--- src/rtl/mii_rx_nibble_aligner.sv ---
// rtl/mii_rx_nibble_aligner.sv - MII/RMII receive lane aligner with qualified one-hot lock
module mii_rx_nibble_aligner #(
  parameter  int DATA_W   = 4,
  parameter  int LOCK_CNT = 2,
  localparam int SHIFT_W  = $clog2(DATA_W)
) (
  input  logic               clk_25Mz,
  input  logic               rst,
  input  logic [DATA_W-1:0]  data_in,
  input  logic               CRS,
  input  logic               RX_DV,
  input  logic               sync_en,
  output logic [DATA_W-1:0]  data_sinhr_out,
  output logic               data_valid,
  output logic [SHIFT_W-1:0] shift_out,
  output logic               locked,
  output logic               hunt_fail,
  output logic [7:0]         hunt_fail_cnt
);

  typedef enum logic [1:0] {
    ST_IDLE   = 2'd0,
    ST_HUNT   = 2'd1,
    ST_LOCKED = 2'd2
  } state_t;

  // Run counter is 4 bits because LOCK_CNT never exceeds 15.
  localparam logic [3:0] LOCK_CNT_V = 4'(LOCK_CNT);

  state_t               state;
  logic [2*DATA_W-1:0]  hist;
  logic [3:0]           run_cnt;
  logic [SHIFT_W-1:0]   run_k;

  logic                 qual;
  logic                 one_hot;
  logic                 cand_valid;
  logic [SHIFT_W-1:0]   cand_k;
  logic [3:0]           run_cnt_nxt;
  logic                 lock_hit;

  // Hunt qualification: only train while the PHY reports carrier, valid data and the controller enables it.
  assign qual = CRS & RX_DV & sync_en;

  // A training word has exactly one bit set; zero and multi-bit words are ignored.
  assign one_hot = ($countones(data_in) == 1);

  // Repeating the previous word is not a fresh edge of the pattern, so it is not a candidate.
  assign cand_valid = qual && one_hot && (data_in != hist[DATA_W-1:0]);

  // Bit position of the set bit; only meaningful when one_hot is true.
  always_comb begin
    cand_k = '0;
    for (int i = 0; i < DATA_W; i++) begin
      if (data_in[i]) begin
        cand_k = SHIFT_W'(i);
      end
    end
  end

  // A repeated position extends the run, a new position restarts it at one.
  assign run_cnt_nxt = (cand_k == run_k) ? (run_cnt + 4'd1) : 4'd1;
  assign lock_hit    = cand_valid && (run_cnt_nxt >= LOCK_CNT_V);

  // Lane FSM: owns state, run tracking, shift, lock status and the hunt-failure counter.
  always_ff @(posedge clk_25Mz or posedge rst) begin
    if (rst) begin
      state         <= ST_IDLE;
      run_cnt       <= '0;
      run_k         <= '0;
      shift_out     <= '0;
      locked        <= 1'b0;
      hunt_fail     <= 1'b0;
      hunt_fail_cnt <= '0;
    end else begin
      hunt_fail <= 1'b0;
      case (state)
        ST_IDLE: begin
          run_cnt <= '0;
          run_k   <= '0;
          locked  <= 1'b0;
          if (qual) begin
            state <= ST_HUNT;
          end
        end
        ST_HUNT: begin
          if (!qual) begin
            // Losing qualification beats a lock that would land on the same edge.
            state     <= ST_IDLE;
            hunt_fail <= 1'b1;
            run_cnt   <= '0;
            run_k     <= '0;
            if (hunt_fail_cnt != 8'hFF) begin
              hunt_fail_cnt <= hunt_fail_cnt + 8'd1;
            end
          end else if (cand_valid) begin
            run_k   <= cand_k;
            run_cnt <= run_cnt_nxt;
            if (lock_hit) begin
              state     <= ST_LOCKED;
              locked    <= 1'b1;
              shift_out <= cand_k;
            end
          end
        end
        ST_LOCKED: begin
          // sync_en no longer matters; only the end of carrier or data valid ends the frame.
          if (!CRS || !RX_DV) begin
            state  <= ST_IDLE;
            locked <= 1'b0;
          end
        end
        default: begin
          state  <= ST_IDLE;
          locked <= 1'b0;
        end
      endcase
    end
  end

  // Data path: two-word history, shifted output window, and valid aligned with the output register.
  always_ff @(posedge clk_25Mz or posedge rst) begin
    if (rst) begin
      hist           <= '0;
      data_sinhr_out <= '0;
      data_valid     <= 1'b0;
    end else begin
      hist           <= {hist[DATA_W-1:0], data_in};
      data_sinhr_out <= hist[shift_out +: DATA_W];
      data_valid     <= locked;
    end
  end

endmodule

--- config.mk ---
export PLATFORM = sky130hd
export DESIGN_NAME = mii_rx_nibble_aligner
export DESIGN_NICKNAME = d
export VERILOG_FILES = /design/src/rtl/mii_rx_nibble_aligner.sv
export SDC_FILE = /design/constraint.sdc
export NUM_CORES = 1
export LEC_CHECK = 0
export BUFFER_PORTS_ARGS = -buffer_cell sky130_fd_sc_hd__buf_2
export CAP_MARGIN = 25
export CORE_MARGIN = 4
export CORE_UTILIZATION = 53
export DETAILED_ROUTE_END_ITERATION = 7
export PLACE_DENSITY = 0.76
export SYNTH_ARGS = -nofsm -noshare
export SYNTH_HDL_FRONTEND = slang
export SYNTH_SLANG_ARGS = --single-unit
--- constraint.sdc ---
create_clock -name clk_25Mz -period 5 [get_ports clk_25Mz]
set_clock_uncertainty 0.2 [all_clocks]
set_input_delay 0.75 -clock clk_25Mz [delete_from_list [all_inputs] [get_ports clk_25Mz]]
set_output_delay 0.75 -clock clk_25Mz [all_outputs]
set_load 0.005 [all_outputs]
# Word-level counts from Yosys, hierarchy flattened
# Cells that the tools add are included.
# W data, S select, Z words.
[word_totals]
ff_bits = 33
output_inout_bits = 17
word_cells = 69
[op_classes]
add_sub_neg = 5
order_cmp = 1
eq_ne = 13
n_shift = 1
muxes = 23
bitwise = 3
reduce_logical = 13
[ops]
columns = ["operator", "n"]
rows = [
  ["$mux W2", 9],
  ["$mux W4", 3],
  ["$reduce_and A4 Y1", 3],
  ["$ne A2 B2 Y1 const B", 5],
  ["$add A8 B1 Y8 const B", 1],
  ["$ne A8 B8 Y1 const B", 1],
  ["$pmux W4 S2", 1],
  ["$shiftx A8 B3 Y4", 1],
  ["$mux W1", 7],
  ["$ne A3 B3 Y1 const B", 2],
  ["$pmux W2 S3", 1],
  ["$add A1 B1 Y2", 2],
  ["$add A4 B1 Y4 const B", 1],
  ["$ge A4 B2 Y1 const B", 1],
  ["$ne A4 B4 Y1", 1],
  ["$pmux W2 S2", 1],
  ["$add A2 B2 Y3", 1],
  ["$eq A3 B1 Y1 const B", 1],
  ["$logic_and A1 B1 Y1", 3],
  ["$reduce_and A3 Y1", 1],
  ["$and A1 B1 Y1", 2],
  ["$eq A2 B1 Y1 const B", 1],
  ["$eq A2 B2 Y1", 1],
  ["$eq A2 B2 Y1 const B", 1],
  ["other kinds (7)", 8],
]

# Logic depth before layout (Yosys ltp)
# Gate-level depths: netlist of run 1.
[depth]
ltp_word = 11
mapped_depth = 10

# Least setup slack after synthesis of run 1
# OpenSTA, ideal clock, no wires.
[synth_timing]
path_kind = "input-to-reg"
startpoint = "input data_in[0]"
endpoint = "register shift_out[0]"
arrival_ns = 2.769
required_ns = 4.672
setup_slack_ns = 1.904
path_stages = 10
path_buffers = 0
path_cell_list = "inv_1 -> fa_1 -> inv_1 -> ha_1 -> ha_1 -> nor3b_2 -> o41ai_4 -> nor2_4 -> nand3_2 -> mux2_1"
[synth_via]
elab_chain_cells = 7
elab_cells_between_ends = 8
classes_between = "2 x add/sub; 2 x eq/ne; 4 x reduce/logical"
[synth_rtl]
columns = ["item", "line", "text"]
rows = [
  ["start: declaration", "9", "input logic [DATA_W-1:0] data_in,"],
  ["$add A1 B1 Y2 (not written as such)", "46", "assign one_hot = ($countones(data_in) == 1);"],
  ["$add A2 B2 Y3 (not written as such)", "46", ""],
  ["$eq A3 B1 Y1", "46", ""],
  ["$logic_and A1 B1 Y1", "49", "assign cand_valid = qual && one_hot && (data_in != hist[DATA_W-1:0]);"],
  ["$logic_and A1 B1 Y1 *", "49", ""],
  ["$logic_and A1 B1 Y1", "63", "assign lock_hit = cand_valid && (run_cnt_nxt >= LOCK_CNT_V);"],
  ["$reduce_and A4 Y1 (no line) *", "-", ""],
  ["end signal: assignment", "102", "shift_out <= cand_k;"],
  ["end: declaration", "15", "output logic [SHIFT_W-1:0] shift_out,"],
]
# Every way passes the cells marked *; elsewhere a longest branch is shown, timed or not.
# A chain may end at the register's enable or synchronous reset.

# Worst setup path in the final report of run 1
[layout_timing]
startpoint = "input data_in[3]"
endpoint = "register shift_out[1]"
[layout_via]
elab_chain_cells = 7
elab_cells_between_ends = 12
classes_between = "2 x add/sub; 1 x order compare; 3 x eq/ne; 2 x mux; 4 x reduce/logical"
[layout_rtl]
columns = ["item", "line"]
rows = [
  ["$add A1 B1 Y2 (not written as such)", "46"],
  ["$add A2 B2 Y3 (not written as such)", "46"],
  ["$eq A3 B1 Y1", "46"],
  ["$logic_and A1 B1 Y1 (2 in series)", "49"],
  ["$logic_and A1 B1 Y1", "63"],
  ["$reduce_and A4 Y1 (no line)", "-"],
]
# Parallel ways exist; a longest one is shown, timed or not.

==> qor.log, run 1 <==
[sta] Total Negative Setup Slacks 0 ns
[floorplan] area of the core 2730 um^2
[sta] Min Hold Slack 0.201 ns
[cells_and_area] fraction of layout cells with a size suffix above 1 0.309
[clock_tree] TritonCTS Buffers 5
[grt] pin count of the biggest net entering global routing 22
[sta] Final setup violation count 0
[worst_setup_path] startpoint class of the critical path input port
[logic_synthesis] top flip-flop cell by instance count after synthesis dfrtp_1
[clock_tree] maximum count of clock buffers along a single path 2
[logic_synthesis] post-synthesis average cell area 12.8 um^2
[logic_synthesis] largest cells by area after synthesis dfrtp_1, mux4_2, xor2_1
[drt] number of nets still failing antenna checks after routing 0
[drt] drt first pass iters 4
[sta] worst max-slew margin expressed relative to the limit 0.707
[drt] average wire per standard cell 14.9 um
[floorplan] initial core utilization 0.551
[sta] unrepaired setup endpoints after global routing no
[clock_tree] buffers inserted by post-CTS timing repair 0
[worst_setup_path] beginning of the critical path data_in[3]
[logic_synthesis] Post-Syn Instances 118
[cells_and_area] net total in the final layout 165
[logic_synthesis] Post-Synthesis Cell Area 1510 um^2
[floorplan] full die area 3760 um^2
[drt] Total Wirelength 2720 um
[floorplan] Die W 61.3 um
[clock_tree] clock root buffer master clkbuf_4
[drt] DR vias 1069
[power_and_ir_drop] Max rail drop VDD 0.289 mV
[worst_setup_path] type of destination of the critical path flip-flop
[logic_synthesis] number of flip-flops and latches in the synthesized netlist 32
[grt] leftover overflow at the end of global routing 0
[cells_and_area] relative area change from synthesis to final layout 17.7%
[clock_tree] CTS clk-pin slew, worst paths 0.10 ns
[power_and_ir_drop] post-layout power 609 uW
[cells_and_area] most common library cell in the layout ignoring fill and taps dfrtp_1
[place] placed wire-length estimate after detailed placement 2070 um
[logic_synthesis] async set-reset flop share out of synthesis 1.00
[sta] maximum clock rate 326 MHz
[clock_tree] H-Tree Level Count 2
[grt] number of antenna violations at the first check in global routing 0
[sta] clock period minus final worst setup slack 3.06 ns
[clock_tree] clock latency at the later pin of the worst-skew pair 0.32 ns
[floorplan] I/O pin cnt 26
[logic_synthesis] cell taking the most area after synthesis dfrtp_1
[sta] fin. max-slew vios 0
[logic_synthesis] proportion of synthesized chip area in sequential cells 0.532
[job] number of max-cap violations 0
[logic_synthesis] top cell type's share of synthesized area 0.532
[cells_and_area] highest-count cells in the layout ignoring fill and taps dfrtp_1, buf_2, inv_1
[logic_synthesis] Unique masters post-synth 36
[drt] drt via density 5.84
[power_and_ir_drop] Pleak 0.852 nW
[floorplan] standard-cell row count 19
[worst_setup_path] R2R Path Start run_cnt[0]$_DFFE_PP0P_
[place] Port Buffers 25
[grt] global-route usage over all layers 0.175
[drt] number of violations reported at the end of detailed-routing iteration 0 31
[worst_setup_path] data arrival at the endpoint of the critical path 3.08 ns
[logic_synthesis] nets in the synthesized netlist 132
[sta] final cycle utilization of the critical path 0.613
[cells_and_area] Antenna diodes 0
[place] Routability Congestion 0.854
[sta] worst-margin pin slew 0.439 ns
[clock_tree] clock tree from TritonCTS built
[drt] detailed-route DRC error count 0
[sta] final hold vios 0
[floorplan] height of the chip 61.3 um
[grt] first-pass GRT wire length 4710 um
[worst_setup_path] worst setup path class input port to flip-flop
[grt] vias in the first global route 1091
[clock_tree] number of instances resized during post-cts repair 0
[outcome] status completed
[min_path] type of the tightest min-delay check input port to asynchronous set/reset pin
[clock_tree] clock tree sinks 32
[clock_tree] CTS Hold Buffers Added 0
[power_and_ir_drop] power density relative to cell area 343 nW/um^2
[logic_synthesis] number of flops mapped to enable cells by yosys 0
[logic_synthesis] count of synthesis-stage warnings from yosys 0
[worst_setup_path] critical path peak fanout 8
[worst_setup_path] Required @ worst endpoint 5.01 ns
==> cells in the mapped netlist (all sizes together), types with 2 or more instances <==
library cell,number
a21oi,3
xnor2,4
xor2,7
nor2,7
dfrtp,32
nand3,6
nor3,2
nand4,5
mux2,3
nand2,6
o21ai,4
a22o,3
and3,2
mux4,4
and2,2
a32o,2
ha,4
inv,8
==> where the power goes <==
| group | leakage [nW] | internal [mW] | switching, mW |
|---|---|---|---|
| sequential | 0.414 | 0.281 | 0.0260 |
| combinational | 0.386 | 0.0433 | 0.0413 |
| clock | 0.0515 | 0.133 | 0.0845 |
| total | 0.852 | 0.457 | 0.152 |
==> flip-flops by register name, summed over array words and instances (netlist names) <==
register and flops:
data_sinhr_out 4, data_valid 1, hist 7, hunt_fail 1, hunt_fail_cnt 8, locked 1
run_cnt 4, run_k 2, shift_out 2, state 2
==> layer usage <==
metal / GRT usage / vias to the layer above / wire [um]
li1: - / 499 / -
met1: 0.205 / 525 / 1100
met2: 0.290 / 38 / 1390
met3: 0.0524 / 7 / 175
met4: 0.0898 / 0 / 57
met5: 0 / - / 0
==> critical path: stages <==
cell     delay (ns)
buf_2          0.17
inv_1          0.09
fa_1           0.48
inv_1          0.04
ha_1           0.17
ha_1           0.29
nor3b_2        0.25
o41ai_4        0.14
nor2_4         0.22
nand3_2        0.13
mux2_1         0.34
==> logic make-up (layout without fill, tap and decap cells) <==
group | Yosys count | in the layout | share of synthesized area
AND/OR/NAND/NOR | 35 | 35 | 0.132
multiplexers | 8 | 8 | 0.0889
flip-flops | 32 | 32 | 0.532
adder cells (fa/ha/maj) | 5 | 5 | 0.0465
buffers and inverters | 8 | 42 | 0.0199
AO/OA/AOI/OAI | 19 | 19 | 0.117
XOR/XNOR | 11 | 11 | 0.0640
==> metrics by stage <==
step                      instance area, um^2  instances  worst slack [ns]  utilization
after global routing                     1770        183              1.82        0.649
after CTS                                1770        183              1.94        0.649
final                                    1770        183              1.94        0.649
after detailed placement                 1680        175              1.58        0.614
after global placement                   1680        175              1.69        0.614
after floorplan                          1510        118              1.90            -
==> layout make-up <==
cell class / instances / area [um^2]
Fill cell: 212 / 961
Sequential cell: 32 / 801
Multi-Input combinational cell: 78 / 676
Timing Repair Buffer: 26 / 133
Clock buffer: 7 / 65.1
Tap cell: 31 / 38.8
Clock inverter: 1 / 30.0
Inverter: 8 / 30.0
==> worst paths after layout <==
path	end	slack, ns	depth (start not counted)
setup / recovery	shift_out[1]$_DFFE_PP0P_	1.94	11
hold / removal	hist[1]$_DFF_PP0_	0.20	2
hold reg to reg	data_valid$_DFF_PP0_	0.21	0
setup reg to reg	shift_out[1]$_DFFE_PP0P_	2.97	6
max in group asynchronous	run_cnt[1]$_DFFE_PP0P_	3.79	3
min in group clk_25Mz	data_valid$_DFF_PP0_	0.21	0
Power figures use the tool's default switching activity.
==> inputs of run 2 (changes only) <==
--- a/config.mk
+++ b/config.mk
@@ -5,6 +5,7 @@
 export SDC_FILE = /design/constraint.sdc
 export NUM_CORES = 1
 export LEC_CHECK = 0
+export ABC_AREA = 1
 export BUFFER_PORTS_ARGS = -buffer_cell sky130_fd_sc_hd__buf_2
 export CAP_MARGIN = 25
 export CORE_MARGIN = 4
==> constraint.sdc (replaced) <==
create_clock -name clk_25Mz -period 3 [get_ports clk_25Mz]
set_clock_uncertainty 0.2 [all_clocks]
set_input_delay 0.45 -clock clk_25Mz [delete_from_list [all_inputs] [get_ports clk_25Mz]]
set_output_delay 0.45 -clock clk_25Mz [all_outputs]
set_load 0.005 [all_outputs]
==> run 2 against run 1 <==
Effect of this change: synthesized cell count is 59% higher; combinational power is 61% higher; register-to-register slack worse by 1.8 ns; first-iteration DRC count grew to 2.9 times the previous value; critical path depth is 3 higher; cell count is 38% higher; global-route usage is 0.80 points higher; sequential share of layout area is 1.3 points lower; power is 47% higher; critical path type unchanged; largest cell class unchanged; largest power group unchanged.
==> qor.log, run 2 <==
[outcome] status completed
[grt] vias in the first global route 1361 [+25%]
[clock_tree] clock root buffer master clkbuf_4
[worst_setup_path] ordered cell list for the critical path buf_2 -> inv_1 -> fa_1 -> inv_1 -> ha_1 -> ha_1 -> nor2_1 -> nand3_1 -> inv_1 -> nand2_1 -> inv_1 -> nand3_1 -> nand2_1 -> nand2_1
[clock_tree] clock tree sinks 32 [unchanged]
[cells_and_area] share of the core filled with cells in the final layout 0.651 [+0.00269]
[logic_synthesis] number of flip-flops and latches in the synthesized netlist 32 [unchanged]
[drt] DR vias 1322 [+24%]
[floorplan] height of the chip 62.7 um [+2.3%]
[cells_and_area] Antenna diodes 0 [unchanged]
[logic_synthesis] proportion of synthesized chip area in sequential cells 0.504 [-0.0272]
[worst_setup_path] gate family responsible for the most delay along the worst path adder cells
[sta] maximum clock rate 422 MHz
[drt] number of violations reported at the end of detailed-routing iteration 0 89 [+190%]
[logic_synthesis] Post-Synthesis Cell Area 1590 um^2 [+5.4%]
[sta] unrepaired setup endpoints after global routing no
[place] setup slack at placement 0.258 ns [-1.32 ns]
[logic_synthesis] count of synthesis-stage warnings from yosys 0 [unchanged]
[sta] final worst slack 0.631 ns [-1.31 ns]
[worst_setup_path] startpoint class of the critical path input port
[logic_synthesis] top flip-flop cell by instance count after synthesis dfrtp_1
[clock_tree] TritonCTS Buffers 5 [unchanged]
[sta] fin. max-slew vios 0 [unchanged]
[cells_and_area] fraction of layout cells with a size suffix above 1 0.167 [-0.143]
[place] Routability Congestion 0.832 [-2.5%]
[clock_tree] maximum count of clock buffers along a single path 2 [unchanged]
[worst_setup_path] max incr delay on CP 0.51 ns [+0.03 ns]
[logic_synthesis] library cell with the highest instance count after synthesis nand2_1
[clock_tree] number of instances resized during post-cts repair 0 [unchanged]
[floorplan] area of the core 2810 um^2 [+2.6%]
[clock_tree] CTS clk-pin slew, worst paths 0.10 ns [about the same]
[clock_tree] clock tree from TritonCTS built
[worst_setup_path] cell with the most instances on the worst path inv_1
[cells_and_area] highest-count cells in the layout ignoring fill and taps nand2_1, dfrtp_1, inv_1
[floorplan] Die W 62.7 um [+2.3%]
[grt] global-route usage over all layers 0.183 [+0.00799]
[sta] Total Negative Setup Slacks 0 ns [unchanged]
[grt] met3 demand-to-capacity share in global routing 0.0647 [+0.0123]
[drt] drt via density 5.23 [-11%]
[drt] drt first pass iters 4 [unchanged]
[logic_synthesis] top cell type's share of synthesized area 0.504 [-0.0272]
[grt] leftover overflow at the end of global routing 0 [unchanged]
[cells_and_area] final standard cell count with taps included and fillers excluded 253 [+38%]
[grt] busiest grt layer met2
[floorplan] I/O pin cnt 26 [unchanged]
[sta] clock period minus final worst setup slack 2.37 ns
[worst_setup_path] worst setup path class input port to flip-flop
[clock_tree] H-Tree Level Count 2 [unchanged]
[cells_and_area] Largest Register hunt_fail_cnt
[logic_synthesis] cell taking the most area after synthesis dfrtp_1
[logic_synthesis] most numerous cell types in the synthesized netlist nand2_1, dfrtp_1, inv_1, nand3_1, nor2_1
[logic_synthesis] nets in the synthesized netlist 202 [+53%]
[logic_synthesis] number of flops mapped to enable cells by yosys 0 [unchanged]
[place] placed insts 244 [+39%]
[drt] average wire per standard cell 12.2 um [-18%]
[drt] Total Wirelength 3090 um [+14%]
[drt] detailed-route DRC error count 0 [unchanged]
[cells_and_area] net total in the final layout 235 [+42%]
[worst_setup_path] critical path buffer and inverter count 5 [+2]
[sta] final hold vios 0 [unchanged]
[worst_setup_path] highest-delay cell along the critical path fa_1
[power_and_ir_drop] Max rail drop VDD 0.513 mV [+77%]
[grt] number of antenna violations at the first check in global routing 0 [unchanged]
[place] Port Buffers 25 [unchanged]
[power_and_ir_drop] power density relative to cell area 490 nW/um^2 [+43%]
[clock_tree] clock latency at the later pin of the worst-skew pair 0.34 ns [+0.02 ns]
[grt] grt met2 use 0.328 [+0.0375]
[floorplan] full die area 3940 um^2 [+4.7%]
[sta] Final setup violation count 0 [unchanged]
[floorplan] standard-cell row count 19 [unchanged]
[sta] worst max-slew margin expressed relative to the limit 0.736 [+0.0289]
[worst_setup_path] type of destination of the critical path flip-flop
[place] placed wire-length estimate after detailed placement 2340 um [+13%]
[logic_synthesis] largest cells by area after synthesis dfrtp_1, nand2_1, inv_1
[worst_setup_path] Required @ worst endpoint 3.03 ns [-1.98 ns]
[floorplan] initial core utilization 0.566 [+0.0150]
[power_and_ir_drop] Pleak 1.01 nW [+19%]
[drt] number of nets still failing antenna checks after routing 0 [unchanged]
[job] number of max-cap violations 0 [unchanged]
[logic_synthesis] Unique masters post-synth 21 [-42%]
[grt] met1 usage in global routing 0.202 [-0.00382]
[sta] final cycle utilization of the critical path 0.790
[logic_synthesis] async set-reset flop share out of synthesis 1.00 [unchanged]
[worst_setup_path] data arrival at the endpoint of the critical path 2.40 ns [-0.68 ns]
[min_path] type of the tightest min-delay check input port to flip-flop
[worst_setup_path] critical path peak fanout 5 [-3]
[grt] first-pass GRT wire length 5670 um [+21%]
[cells_and_area] most common library cell in the layout ignoring fill and taps nand2_1
[sta] Min Hold Slack 0.0621 ns [-0.138 ns]
[sta] worst-margin pin slew 0.396 ns [-0.0434 ns]
[cells_and_area] largest registers ranked by flip-flop count hunt_fail_cnt: 8 flops, hist: 7 flops
[logic_synthesis] post-synthesis average cell area 8.45 um^2 [-34%]
[cells_and_area] relative area change from synthesis to final layout 15.1%
[grt] pin count of the biggest net entering global routing 33 [+50%]
[logic_synthesis] Post-Syn Instances 188 [+59%]
[cells_and_area] number of flip-flops under the largest register name 8 [unchanged]
-- run 2: cell count changes after synthesis, moves of 4 or more --
cell and change:
inv_1 +20, mux4_2 -4, nand2_1 +57, nand3_1 +6
o211ai_1 +4, o21ai_0 +5
-- run 2: layout make-up --
cell class                      count  area (um^2)
Fill cell                         235          978
Sequential cell                    32          801
Multi-Input combinational cell    126          674
Timing Repair Buffer               27          143
Inverter                           29          109
Clock buffer                        6         51.3
Tap cell                           31         38.8
Clock inverter                      2         10.0
-- run 2: what timing repair did --
action / CTS / global route
hold buffers: 1 / 0
endpoints found under the hold margin: 32 / 0
setup buffers: 0 / 0
-- run 2: power by group --
group / switching (mW) / internal, mW
registers: 0.0411 / 0.466
clock network: 0.142 / 0.111
logic: 0.0730 / 0.0627
total: 0.256 / 0.640
-- run 2: metal layers --
metal  up-vias  routed length (um)
met5         -                   0
met4         0                  49
met3         6                 157
met2        29                1590
met1       628                1300
li1        659                   -
-- run 2: stage by stage --
step / instance area (um^2) / total power [mW]
after global routing: 1830 / 0.958
after floorplan: 1590 / 0.590
after CTS: 1830 / 0.908
final: 1830 / 0.896
after detailed placement: 1760 / 0.652
after global placement: 1760 / 0.643
-- run 2: worst paths after layout --
kind / startpoint / endpoint / slack, ns / cells after the start
worst max-delay path: data_in[3] / shift_out[0]$_DFFE_PP0P_ / 0.63 / 14
worst min-delay path: data_in[3] / hist[3]$_DFF_PP0_ / 0.06 / 1
worst max register to register: hunt_fail_cnt[0]$_DFFE_PP0P_ / hunt_fail_cnt[3]$_DFFE_PP0P_ / 1.20 / 5
worst min register to register: locked$_DFFE_PP0P_ / data_valid$_DFF_PP0_ / 0.21 / 0
max in group asynchronous: rst / hunt_fail_cnt[1]$_DFFE_PP0P_ / 1.78 / 4
min in group asynchronous: rst / hist[3]$_DFF_PP0_ / 0.53 / 4
-- run 2: cells by family (layout without fill, tap and decap cells) --
logic type                 count (synthesis)  count (layout)  share of synthesized area
DFF                                       32              32                      0.504
xor gates and xnor gates                  10              10                     0.0552
adders and majority gates                  5               5                     0.0441
buffers and inverters                     30              64                     0.0709
and+or+nand+nor                           94              94                      0.252
AOI/OAI and AO/OA                         16              16                     0.0670
muxes                                      1               1                    0.00630
